===== config.mk =====
export PLATFORM = sky130hd
export DESIGN_NAME = seg_display_ctrl
export DESIGN_NICKNAME = d
export VERILOG_FILES = /design/src/rtl/seg_display_ctrl.sv
export SDC_FILE = /design/constraint.sdc
export NUM_CORES = 1
export LEC_CHECK = 0
export ABC_AREA = 1
export CORE_ASPECT_RATIO = 0.5
export CORE_MARGIN = 3
export CORE_UTILIZATION = 50
export DETAILED_ROUTE_END_ITERATION = 6
export PLACE_DENSITY = 0.69
export SLEW_MARGIN = 15
export SYNTH_ARGS = -nofsm -noshare
export SYNTH_HDL_FRONTEND = slang
export SYNTH_SLANG_ARGS = --single-unit

===== constraint.sdc =====
create_clock -name clock -period 4.8 [get_ports clock]
set_input_delay 0.48 -clock clock [delete_from_list [all_inputs] [get_ports clock]]
set_output_delay 0.48 -clock clock [all_outputs]
set_load 0.01 [all_outputs]

===== src/rtl/seg_display_ctrl.sv =====
// Multi-digit 7-segment display controller: latches a value, converts it to
// hex or (signed) decimal digits via sequential double-dabble, and drives segs.
module seg_display_ctrl #(
  parameter int DIGITS     = 4,
  parameter int WIDTH      = 32,
  parameter int ACTIVE_LOW = 1
) (
  input  logic                  clock,
  input  logic                  reseta,
  input  logic                  escrever,
  input  logic [WIDTH-1:0]      entrada,
  input  logic [1:0]            modo,
  output logic                  ocupado,
  output logic                  estouro,
  output logic [7*DIGITS-1:0]   segs
);

  localparam int NBCD = (WIDTH * 3) / 10 + 1;
  localparam int CW   = $clog2(WIDTH + 1);
  localparam logic [CW-1:0]       LAST     = CW'(WIDTH - 1);
  localparam logic [6:0]          SEG_DASH = 7'h40;
  localparam logic [7*DIGITS-1:0] SEGS_OFF = {(7*DIGITS){ACTIVE_LOW != 0}};

  typedef enum logic [1:0] {IDLE, CONVERT, LOAD} state_t;
  typedef enum logic [1:0] {
    MODE_HEX   = 2'b00,
    MODE_UDEC  = 2'b01,
    MODE_SDEC  = 2'b10,
    MODE_BLANK = 2'b11
  } mode_t;

  state_t              state_q, state_d;
  mode_t               mode_q;
  logic [WIDTH-1:0]    val_q;
  logic [WIDTH-1:0]    shift_q;
  logic [WIDTH-1:0]    mag_in;
  logic [4*NBCD-1:0]   bcd_q, bcd_next, adj;
  logic [CW-1:0]       cnt_q;
  logic                neg_q;

  logic [7*DIGITS-1:0]        lit_d;
  logic                       ovf_d;
  logic                       seen;
  logic [3:0]                 digit;
  int                         mag_digits;
  logic [4*(NBCD+DIGITS)-1:0] bcd_pad;
  logic [WIDTH+4*DIGITS-1:0]  val_pad;

  // Active-high segment pattern (a..g on bits 0..6) for one nibble.
  function automatic logic [6:0] seg_of(input logic [3:0] n);
    case (n)
      4'h0: seg_of = 7'h3F;  4'h1: seg_of = 7'h06;
      4'h2: seg_of = 7'h5B;  4'h3: seg_of = 7'h4F;
      4'h4: seg_of = 7'h66;  4'h5: seg_of = 7'h6D;
      4'h6: seg_of = 7'h7D;  4'h7: seg_of = 7'h07;
      4'h8: seg_of = 7'h7F;  4'h9: seg_of = 7'h6F;
      4'hA: seg_of = 7'h77;  4'hB: seg_of = 7'h7C;
      4'hC: seg_of = 7'h39;  4'hD: seg_of = 7'h5E;
      4'hE: seg_of = 7'h79;  default: seg_of = 7'h71;
    endcase
  endfunction

  assign ocupado = (state_q != IDLE);

  // Two's complement on WIDTH bits so the most negative value yields its true magnitude.
  assign mag_in = (modo == MODE_SDEC && entrada[WIDTH-1]) ? (~entrada) + WIDTH'(1) : entrada;

  always_ff @(posedge clock or posedge reseta) begin
    if (reseta) state_q <= IDLE;
    else        state_q <= state_d;
  end

  // NOTE: every combinational output gets a default first so no path infers a latch.
  always_comb begin
    state_d = state_q;
    case (state_q)
      IDLE:    if (escrever) state_d = (modo == MODE_UDEC || modo == MODE_SDEC) ? CONVERT : LOAD;
      CONVERT: if (cnt_q == LAST) state_d = LOAD;
      LOAD:    state_d = IDLE;
      default: state_d = IDLE;
    endcase
  end

  // Double-dabble step: add 3 to every BCD digit >= 5, then shift in the next binary bit.
  always_comb begin
    adj = bcd_q;
    for (int i = 0; i < NBCD; i++) begin
      if (adj[4*i +: 4] >= 4'd5) adj[4*i +: 4] = adj[4*i +: 4] + 4'd3;
    end
    bcd_next = {adj[4*NBCD-2:0], shift_q[WIDTH-1]};
  end

  always_comb begin
    lit_d      = '0;
    ovf_d      = 1'b0;
    seen       = 1'b0;
    digit      = '0;
    mag_digits = DIGITS;
    bcd_pad    = {{(4*DIGITS){1'b0}}, bcd_q};
    val_pad    = {{(4*DIGITS){1'b0}}, val_q};
    case (mode_q)
      MODE_HEX: begin
        for (int i = 0; i < DIGITS; i++) lit_d[7*i +: 7] = seg_of(val_pad[4*i +: 4]);
        for (int b = 0; b < WIDTH; b++) begin
          if (b >= 4*DIGITS && val_q[b]) ovf_d = 1'b1;
        end
      end
      MODE_UDEC, MODE_SDEC: begin
        if (neg_q) begin
          mag_digits = DIGITS - 1;
          lit_d[7*(DIGITS-1) +: 7] = SEG_DASH;
        end
        // Scan from the most significant digit so leading zeros stay blank.
        for (int i = DIGITS - 1; i >= 0; i--) begin
          if (i < mag_digits) begin
            digit = bcd_pad[4*i +: 4];
            if (digit != 4'd0 || i == 0) seen = 1'b1;
            if (seen) lit_d[7*i +: 7] = seg_of(digit);
          end
        end
        for (int i = 0; i < NBCD; i++) begin
          if (i >= mag_digits && bcd_q[4*i +: 4] != 4'd0) ovf_d = 1'b1;
        end
      end
      default: begin
        lit_d = '0;
        ovf_d = 1'b0;
      end
    endcase
    if (ovf_d) lit_d = {DIGITS{SEG_DASH}};
  end

  // NOTE: sequential state uses non-blocking assignments so all registers update together.
  always_ff @(posedge clock or posedge reseta) begin
    if (reseta) begin
      // NOTE: every register, including the BCD and latched datapath, is cleared on reset.
      val_q   <= '0;
      mode_q  <= MODE_HEX;
      neg_q   <= 1'b0;
      shift_q <= '0;
      bcd_q   <= '0;
      cnt_q   <= '0;
      segs    <= SEGS_OFF;
      estouro <= 1'b0;
    end else begin
      case (state_q)
        IDLE: begin
          if (escrever) begin
            val_q   <= entrada;
            mode_q  <= mode_t'(modo);
            neg_q   <= (modo == MODE_SDEC) && entrada[WIDTH-1];
            shift_q <= mag_in;
            bcd_q   <= '0;
            cnt_q   <= '0;
          end
        end
        CONVERT: begin
          bcd_q   <= bcd_next;
          shift_q <= shift_q << 1;
          cnt_q   <= cnt_q + 1'b1;
        end
        LOAD: begin
          segs    <= (ACTIVE_LOW != 0) ? ~lit_d : lit_d;
          estouro <= ovf_d;
        end
        default: ;
      endcase
    end
  end

endmodule


# Word-level counts from Yosys, hierarchy flattened
# Memories as Yosys holds them, arrays and structs flattened.
# Cells that the tools add are included.
# word_totals
regBits	144
rom_bits	896
inputBits	37
out_inout_bits	30
wordCells	168
n_memories	8
# classes
add_sub_neg	12
order_cmp	24
eq_ne	9
mux	74
n_bitwise	2
n_reduce_logical	30
# mem_list
memory	depth	word_bits	rd	rd_ports_with_merged_regs	write_ports	line_no	source
(name not given)	16	7	1	0	0	51	case (n)
(name not given)	16	7	1	0	0	51	
(name not given)	16	7	1	0	0	51	
(name not given)	16	7	1	0	0	51	
(name not given)	16	7	1	0	0	51	
(name not given)	16	7	1	0	0	51	
2 more memories	n/a	n/a	n/a	n/a	n/a	n/a	
# ops
op	n
$ge A4 B32 Y1 const A	4
$mux W32	3
$pmux W40 S2	1
$ge A3 B32 Y1 const A	2
$ge A5 B32 Y1 const A	2
$lt A3 B32 Y1 const A	2
$pmux W32 S2	1
$mux W7	9
$pmux W28 S2	1
$ge A4 B3 Y1 const B	10
$mux W40	1
$reduce_bool A4 Y1	10
$mux W1	39
$add A4 B2 Y4 const B	9
$mux W4	9
$add A32 B1 Y32 const B	1
$ge A1 B32 Y1 const A	1
$ge A2 B32 Y1 const A	1
$lt A1 B32 Y1 const A	1
$lt A2 B32 Y1 const A	1
$not A32 Y32	1
$mux W28	1
$not A28 Y28	1
$pmux W6 S2	1
17 further kinds	39

# Depth between registers and ports, before layout
# Gate-level depths: netlist of the first run.
# logic_depth
ltp_word	19
depth_mapped	13
mapped_depth_nobuf	13

# Worst setup path after synthesis of the first run
# No wires, ideal clock.
# synth_timing
kind	input port to flip-flop
start	input port entrada[0]
end	register shift_q[30]
t_arrival_ns	1.522
setup_slack_ns	3.161
stages	11
cell_sequence	inv_1 -> ha_1 -> nand3_1 -> nor2_2 -> nand3_1 -> nand2_1 -> nand3_1 -> nand2_1 -> nand2_1 -> nand2_1 -> nand2_1
# synth_via
elab_chain_cells	5
# synth_rtl
item	line_no	source
start, declared	11	input logic [WIDTH-1:0] entrada,
$not A32 Y32	66	assign mag_in = (modo == MODE_SDEC && entrada[WIDTH-1]) ? (~entrada) + WIDTH'(1) : entrada;
$add A32 B1 Y32	66	
$mux W32	66	
$mux W32	148	if (escrever) begin
$pmux W32 S2	146	case (state_q)
end signal, assigned	152	shift_q <= mag_in;
end signal, assigned	159	shift_q <= shift_q << 1;
end, declared	35	logic [WIDTH-1:0] shift_q;
# Every way passes these cells. The select of a mux whose other input is x is not followed.
# A chain may end at the register's enable or synchronous reset.

# Final worst setup path of the first run
# layout_timing
start	register state_q[0]
end	register bcd_q[2]
# layout_via
elab_chain_cells	3
elab_cells_between_ends	6
classes_between	2 x eq/ne; 1 x mux; 3 x reduce/logical
# layout_rtl
item	line_no	source
start, declared	32	state_t state_q, state_d;
start signal, assigned	70	else state_q <= state_d;
$eq A2 B1 Y1 or $logic_not A2 Y1 (tied branches)	146	
$reduce_bool A2 Y1 (no source line) or $ne A2 B2 Y1 (tied branches)	n/a	
$reduce_and A2 Y1 (no source line)	n/a	
end signal, assigned	158	bcd_q <= bcd_next;
end, declared	37	logic [4*NBCD-1:0] bcd_q, bcd_next, adj;
# Parallel ways exist; a longest one is shown, timed or not.

==> impl_metrics.toml, run 1 <==
[pwr]
irDropWorstVdd_v = 0.000344
power_mw = 6.90
cellPowerDensity_nw_per_um2 = 619
power_leakage_nw = 5.14

[clock_network]
cts.clk_slew.worst_paths_ps = 70
cts_made_buffers = 17
cts_tree = "yes"
postCtsHoldBufs = 0
clock-sinks = 144
post_cts_buffers = 0
clk_latency_ps = 430
cts_max_level = 4
cts_root_buf = "clkbuf_16"
clock_path_buffers = 2
ctsResizeCount = 0

[worst_setup_path]
critPathCaptureType = "flop"
rr_startpoint = "state_q[0]$_DFFE_PP0P_"
cp_slowest_cell = "nor2_4"
path_delay_family = "buffers and inverters"
crit_fanout = 52
reg2reg_to = "bcd_q[2]$_DFFE_PP0P_"
r2r_slack_ps = 2000
crit_buf_inv = 2
cp_slowest_stage_delay_ps = 800
crit_arrival_ps = 3110
criticalPathCategory = "flop to flop"
path_cells = "inv_2 -> nor2_4 -> nor2_4 -> inv_2 -> o22ai_1"
required_ps = 5120
cp-start-kind = "flop"
r2r_cells = 5

[cells_and_area]
syn2layout_area_growth_pct = 13.9
layout-drive-gt1-share = 0.0707
nNetsFinal = 1476
finalCoreUtilization = 0.594
fin_area_um2 = 11200
num_antenna_cells = 0
register_area_um2 = 3640
multiInputGateArea_um2 = 5180
stdcell_count = 1645
n_fill_cell = 1767

[detailed_routing]
drt_iter0_markers = 668
wire_per_inst_um = 15.7
drcViolationCount = 0
via_per_inst = 5.54
vias = 9113
drtPass1Iterations = 5
wl_um = 25800
antenna_left = 0

[placed_design]
place_area_um2 = 10500
pre_cts_ws_ps = 1660
dp_hpwl_um = 18300
place_congestion = 0.883
io_buffers = 66
place_inst = 1613

[grt]
grt_antenna_before_repair = 0
grt_pass1_vias = 8652
grt_pass1_wl_um = 43000
grt-ovfl-total = 0
grt_usage = 0.247
grt_max_degree = 103

[timing]
setup_violations = 0
hold_viol = 0
tns_ps = 0
fin_crit_ps = 2800
relSlewSlack = 0.264
period_share = 0.583
rsz0062_at_grt = "no"
max_freq_mhz = 358
skew_ps = 13.0
postLayoutSetupSlackWorst_ps = 2000
slew_violations = 0
worst_slew_pin_slew_ps = 1100
whs_ps = 470

[synthesis]
synth_warnings = 0
synth.distinct_cells = 49
synthesis.instances = 1338
synth_seq_cells = 144
synth.avg_cell_area_um2 = 7.32
ys_async_sr_fraction = 1.00
synth_area_um2 = 9790
syn_nets = 1441
ys_seq_area_frac = 0.372
synth_ff_type = "dfrtp_1"
synth_edf_count = 0

[worst_hold_path]
min_to = "segs[13]$_DFFE_PP1N_"
hold_depth = 2
min_path_type = "flop to flop"
hold_start = "segs[13]$_DFFE_PP1N_"

[floorplan]
die_x_um = 204
fp.dieArea_um2 = 21400
num_io_pins = 67
num_rows = 35
start_util = 0.521
core_area_um2 = 18800
chipHeight_um = 105

[run_status]
outcome = "finished, final reports clean"

[job]
cap_viol_max_count = 0
-- synth_stat cells (8+ instances only) --
master,instances,area [µm²]
nand2_1,303,1140
inv_1,175,657
o21ai_0,143,716
nor2_1,136,510
dfrtp_1,116,2900
nand3_1,80,400
ha_1,66,826
a21oi_1,51,255
buf_2,28,140
dfstp_2,28,736
o22ai_1,26,163
o211ai_1,19,143
xor2_1,18,158
clkbuf_1,17,63.8
a31oi_1,15,93.8
nor3_1,12,60.1
or2_2,10,62.6
o32ai_1,9,78.8
nand4_1,8,50.1
-- area by class of cell --
class,count,area share
Tap cell,259,0.0291
Clock buffer,20,0.0392
Sequential cell,144,0.326
Multi-Input combinational cell,956,0.465
Timing Repair Buffer,71,0.0626
Clock inverter,12,0.0164
Inverter,183,0.0620
-- cell families after synthesis --
group | after synthesis | synth area share
buffers and inverters | 238 | 0.0991
adder cells (fa/ha/maj) | 66 | 0.0844
XOR/XNOR | 18 | 0.0161
AO/OA/AOI/OAI | 306 | 0.187
AND/OR/NAND/NOR | 566 | 0.241
flip-flops | 144 | 0.372
-- per-layer routing --
| layer | up-vias | GRT usage | part of all wire | wire length (µm) |
|---|---|---|---|---|
| met3 | 28 | 0.0498 | 0.066 | 1700 |
| met2 | 280 | 0.380 | 0.44 | 11300 |
| met5 | - | 0 | 0 | 0 |
| li1 | 4478 | - | - | - |
| met4 | 0 | 0.0520 | 0.013 | 328 |
| met1 | 4327 | 0.362 | 0.48 | 12500 |
-- worst min-delay path, stage by stage (launching register included) --
cell and delay (ps):
dfstp_2 370, nand2_1 50, nand2_1 50
-- sequential cells by signal, indices dropped and copies added (netlist names) --
signal and flops:
estouro 1, shift_q 32, val_q 32, mode_q 2, neg_q 1, segs 28, state_q 2, bcd_q 40
cnt_q 6
-- cells in the final DEF, fill, tap and decap left out, types with 19 or more instances in the layout --
cell type,netlist,routed
nand2_1,303,303
clkdlybuf4s50_1,0,66
inv_1,175,174
a21oi_1,51,51
ha_1,66,66
nor2_1,136,136
o21ai_0,143,143
o22ai_1,26,26
nand3_1,80,80
dfrtp_1,116,116
dfstp_2,28,28
o211ai_1,19,19
-- power by group --
group          leakage, nW  switching (mW)  internal [mW]
Sequential            1.79           0.444           1.71
Combinational         3.06            2.14           1.17
Clock                0.291           0.561          0.875
-- worst max-delay path by stage --
stage                                 startpoint                       to  depth (start not counted)
final                     state_q[0]$_DFFE_PP0P_     bcd_q[2]$_DFFE_PP0P_                          5
after global routing      state_q[0]$_DFFE_PP0P_  shift_q[17]$_DFFE_PP0P_                          5
after CTS                 state_q[0]$_DFFE_PP0P_     bcd_q[2]$_DFFE_PP0P_                          5
after detailed placement                escrever   shift_q[2]$_DFFE_PP0P_                          7
after global placement                  escrever   state_q[0]$_DFFE_PP0P_                          7
after floorplan                           reseta     bcd_q[0]$_DFFE_PP0P_                          1
No activity file was read; power rests on OpenSTA's default activity.
==> run 2: changes to the inputs <==
--- a/config.mk
+++ b/config.mk
@@ -10,7 +10,7 @@
 export CORE_MARGIN = 3
 export CORE_UTILIZATION = 50
 export DETAILED_ROUTE_END_ITERATION = 6
-export PLACE_DENSITY = 0.69
+export PLACE_DENSITY = 0.72
 export SLEW_MARGIN = 15
 export SYNTH_ARGS = -nofsm -noshare
 export SYNTH_HDL_FRONTEND = slang
==> constraint.sdc (replaced) <==
create_clock -name clock -period 2.37 [get_ports clock]
set_input_delay 0.237 -clock clock [delete_from_list [all_inputs] [get_ports clock]]
set_output_delay 0.237 -clock clock [all_outputs]
set_load 0.01 [all_outputs]
==> run 2 against run 1 <==
Cell area rose by 1.3%. Non-clock buffer count increased by 13. Worst setup slack got worse by 1700 ps. Clock power increased by 90%. Via count rose by 1.8%. Largest power group unchanged. Critical path type unchanged. Clock skew grew 1.9 ps. Core utilization up 0.79 points.
==> impl_metrics.toml, run 2 (same netlist as run 1, synthesis figures left out) <==
[placed_design]
place_inst = 1626
dp_hpwl_um = 19300
place_congestion = 0.941
pre_cts_ws_ps = 238
place_area_um2 = 10700
io_buffers = 66

[floorplan]
core_area_um2 = 18800
start_util = 0.521
num_io_pins = 67
num_rows = 35
fp.dieArea_um2 = 21400
chipHeight_um = 105
die_x_um = 204

[worst_setup_path]
cp_slowest_stage_delay_ps = 460
cp_slowest_cell = "dfrtp_1"
criticalPathCategory = "flop to flop"
path_cells = "inv_2 -> nor2_4 -> buf_4 -> o21ai_0 -> a21oi_1"
r2r_slack_ps = 340
rr_startpoint = "state_q[0]$_DFFE_PP0P_"
crit_buf_inv = 2
cp-start-kind = "flop"
reg2reg_to = "cnt_q[4]$_DFFE_PP0P_"
required_ps = 2730
r2r_cells = 5
crit_cells = 5
path_delay_family = "buffers and inverters"
critPathCaptureType = "flop"
crit_fanout = 29
crit_arrival_ps = 2390

[detailed_routing]
drt_iter0_markers = 798
antenna_left = 0
via_per_inst = 5.59
wire_per_inst_um = 16.1
drcViolationCount = 0
wl_um = 26700
drtPass1Iterations = 6
vias = 9273

[timing]
relSlewSlack = 0.541
postLayoutSetupSlackWorst_ps = 338
tns_ps = 0
fin_crit_ps = 2030
hold_viol = 0
max_freq_mhz = 492
worst_slew_pin_slew_ps = 689
setup_violations = 0
skew_ps = 14.9
period_share = 0.857
slew_violations = 0
rsz0062_at_grt = "no"

[cells_and_area]
top_regs = "bcd_q: 40 flops, shift_q: 32 flops, val_q: 32 flops"
num_antenna_cells = 0
multiInputGateArea_um2 = 5180
finalCoreUtilization = 0.602
final_common_cell = "nand2_1"
stdcell_count = 1658
register_area_um2 = 3640
largest_reg_flops = 40
layout-drive-gt1-share = 0.0815
nNetsFinal = 1489
n_fill_cell = 1725
final_cell_mix = "nand2_1, inv_1, o21ai_0"
top_register = "bcd_q"
fin_area_um2 = 11300
syn2layout_area_growth_pct = 15.5

[grt]
grtUsageMet2 = 0.392
grt-ovfl-total = 0
grt_pass1_wl_um = 44500
grt_pass1_vias = 8801
grt_max_degree = 80
grt_usage = 0.256
grt_antenna_before_repair = 0
busiest_layer = "met2"
grt_use_met1 = 0.370
gr-usage-met3 = 0.0458

[pwr]
power_leakage_nw = 5.22
cellPowerDensity_nw_per_um2 = 1250
irDropWorstVdd_v = 0.000737

[clock_network]
cts_max_level = 4
cts_made_buffers = 17
clk_latency_ps = 440
post_cts_buffers = 0
ctsResizeCount = 0
clock_path_buffers = 2
postCtsHoldBufs = 0
clock-sinks = 144
cts_root_buf = "clkbuf_16"
cts.clk_slew.worst_paths_ps = 70
cts_tree = "yes"

[run_status]
outcome = "finished, final reports clean"

[worst_hold_path]
min_path_type = "primary input to asynchronous set/reset pin"

[job]
cap_viol_max_count = 0
-- run 2: worst max path at each step --
| stage | to | start |
|---|---|---|
| 3_5_place_dp | shift_q[30]$_DFFE_PP0P_ | entrada[0] |
| 4_1_cts | cnt_q[4]$_DFFE_PP0P_ | state_q[0]$_DFFE_PP0P_ |
| 2_1_floorplan | bcd_q[0]$_DFFE_PP0P_ | reseta |
| 3_3_place_gp | shift_q[30]$_DFFE_PP0P_ | entrada[0] |
| 6_report | cnt_q[4]$_DFFE_PP0P_ | state_q[0]$_DFFE_PP0P_ |
| 5_1_grt | cnt_q[4]$_DFFE_PP0P_ | state_q[0]$_DFFE_PP0P_ |
-- run 2: routing by layer --
metal  vias to the layer above  part of all wire
li1                       4502                 -
met1                      4381              0.47
met2                       353              0.44
met3                        37             0.073
met4                         0             0.019
met5                         -                 0
-- run 2: per-stage QoR --
stage	hold slack, ps	power [mW]
2_1_floorplan	347	9.10
3_3_place_gp	458	11.1
3_5_place_dp	463	11.3
4_1_cts	228	14.0
5_1_grt	243	15.2
6_report	221	14.1
-- run 2: cell type report --
| class | count | share of cell area |
|---|---|---|
| multi-input cells | 956 | 0.458 |
| flip-flops and latches | 144 | 0.322 |
| repair buffers | 84 | 0.0782 |
| inverters | 183 | 0.0611 |
| clock buffers | 18 | 0.0389 |
| well taps | 259 | 0.0287 |
| clock inverters | 14 | 0.0128 |
-- run 2: where the power goes --
part           internal [mW]  switching (mW)  total [mW]
clock                   1.51            1.23        2.74
sequential              3.46           0.879        4.34
combinational           2.55            4.47        7.02
total                   7.52            6.58        14.1
-- run 2: worst reg2reg max path, delay by kind of cell (launching register included) --
family          cells  cell delay [ps]
simple gates        1              440
compound gates      2              460
flops               1              460
buf+inv             2              610
==> run 3: changes to the inputs <==
--- a/config.mk
+++ b/config.mk
@@ -8,9 +8,8 @@
 export ABC_AREA = 1
 export CORE_ASPECT_RATIO = 0.5
 export CORE_MARGIN = 3
-export CORE_UTILIZATION = 50
+export CORE_UTILIZATION = 35
 export DETAILED_ROUTE_END_ITERATION = 6
-export PLACE_DENSITY = 0.72
 export SLEW_MARGIN = 15
 export SYNTH_ARGS = -nofsm -noshare
 export SYNTH_HDL_FRONTEND = slang
==> run 3 against run 2 <==
Final cell count increased by 7.3%. Largest cell class unchanged. Power up 1.2%. Count of clock-buffer cells in the layout did not move. Clock skew shrank 7.3 ps.
==> impl_metrics.toml, run 3 (same netlist as run 1, synthesis figures left out) <==
[run_status]
outcome = "finished, final reports clean"

[grt]
grt_pass1_wl_um = 46100
grt_usage = 0.190
grt_antenna_before_repair = 0
grt_max_degree = 80
grt-ovfl-total = 0
grt_pass1_vias = 8780

[placed_design]
place_inst = 1747
place_congestion = 0.940
pre_cts_ws_ps = 222
io_buffers = 66
dp_hpwl_um = 21000

[worst_setup_path]
criticalPathCategory = "flop to flop"
crit_fanout = 6
worstSetupStartpoint = "bcd_q[8]$_DFFE_PP0P_"
critPathCapture = "segs[13]$_DFFE_PP1N_"
required_ps = 2760
critPathCaptureType = "flop"
r2r_slack_ps = 300
rr_startpoint = "bcd_q[8]$_DFFE_PP0P_"
reg2reg_to = "segs[13]$_DFFE_PP1N_"
r2r_cells = 10
cp-start-kind = "flop"
crit_arrival_ps = 2460

[timing]
max_freq_mhz = 484
hold_viol = 0
postLayoutSetupSlackWorst_ps = 303
skew_ps = 7.59
period_share = 0.872
rsz0062_at_grt = "no"
slew_violations = 0
setup_violations = 0
fin_crit_ps = 2070
worst_slew_pin_slew_ps = 698
tns_ps = 0
relSlewSlack = 0.535

[clock_network]
cts_max_level = 4
post_cts_buffers = 0
clock-sinks = 144
ctsResizeCount = 0
cts_made_buffers = 17
cts_tree = "yes"
clk_latency_ps = 450
cts_root_buf = "clkbuf_16"
postCtsHoldBufs = 0
clock_path_buffers = 2
cts.clk_slew.worst_paths_ps = 60

[floorplan]
start_util = 0.363
num_io_pins = 67
die_x_um = 243
num_rows = 42
fp.dieArea_um2 = 30100
chipHeight_um = 124
core_area_um2 = 27000

[cells_and_area]
finalCoreUtilization = 0.428
n_fill_cell = 2692
layout-drive-gt1-share = 0.0854
stdcell_count = 1779
num_antenna_cells = 0
top_register = "bcd_q"
largest_reg_flops = 40
top_regs = "bcd_q: 40 flops, shift_q: 32 flops, val_q: 32 flops"
syn2layout_area_growth_pct = 17.8
final_common_cell = "nand2_1"
final_cell_mix = "nand2_1, inv_1, o21ai_0"
nNetsFinal = 1495

[pwr]
irDropWorstVdd_v = 0.000628
power_leakage_nw = 5.27
cellPowerDensity_nw_per_um2 = 1240

[job]
cap_viol_max_count = 0

[detailed_routing]
antenna_left = 0
drcViolationCount = 0
wl_um = 28100
vias = 9160
wire_per_inst_um = 15.8
drtPass1Iterations = 6
drt_iter0_markers = 922
via_per_inst = 5.15

[worst_hold_path]
min_path_type = "primary input to asynchronous set/reset pin"
run 3: cell count changes in the layout (fill, tap and decap cells not counted), sizes merged:
cell | previous run | this run
bufinv | 1 | 3
buf | 18 | 24
inv | 187 | 184
clkinvlp | 3 | 2
clkinv | 6 | 8
run 3: where the power goes:
part / switching, mW / leakage (nW) / internal (mW)
registers: 0.892 / 1.79 / 3.46
logic: 4.47 / 3.18 / 2.60
clock network: 1.15 / 0.302 / 1.70
total: 6.52 / 5.27 / 7.75
run 3: worst min path at each step:
stage / startpoint / endpoint / slack (ps) / cells after the start
CTS: reseta / cnt_q[1]$_DFFE_PP0P_ / 190 / 2
global route: reseta / cnt_q[1]$_DFFE_PP0P_ / 220 / 2
global placement: shift_q[7]$_DFFE_PP0P_ / shift_q[7]$_DFFE_PP0P_ / 460 / 2
floorplan: entrada[22] / val_q[22]$_DFFE_PP0P_ / 350 / 2
finish: reseta / cnt_q[1]$_DFFE_PP0P_ / 190 / 2
detailed placement: segs[6]$_DFFE_PP1N_ / segs[6]$_DFFE_PP1N_ / 460 / 2
run 3: critical path, cell delays in order (launching register included):
cell and delay [ps]:
dfrtp_1 450, inv_1 200, ha_1 290, nand2_1 140, a21oi_2 280, nand2_1 200, nand4_1 140, nand2_1 100
nand2_1 70, nand3_1 60, nand2_1 80
run 3: through the flow:
| step | power (mW) | area (µm²) | hold slack (ps) |
|---|---|---|---|
| 6_report | 14.3 | 11500 | 185 |
| 5_1_grt | 15.5 | 11500 | 219 |
| 4_1_cts | 14.3 | 11500 | 185 |
| 3_5_place_dp | 11.4 | 10900 | 465 |
| 3_3_place_gp | 11.3 | 10900 | 460 |
| 2_1_floorplan | 9.10 | 9790 | 347 |
run 3: final cells by class:
type / instances / area, µm² / area share
Inverter: 183 / 691 / 0.0599
Timing Repair Buffer: 90 / 941 / 0.0816
Clock inverter: 14 / 178 / 0.0154
Multi-Input combinational cell: 956 / 5180 / 0.449
Tap cell: 374 / 468 / 0.0406
Sequential cell: 144 / 3640 / 0.315
Clock buffer: 18 / 439 / 0.0381
run 3: metal layers:
layer	vias to the layer above	GRT usage	wire length (µm)
li1	4515	-	-
met1	4349	0.262	13400
met2	255	0.302	12800
met3	41	0.0346	1270
met4	0	0.0614	550
met5	-	0	0
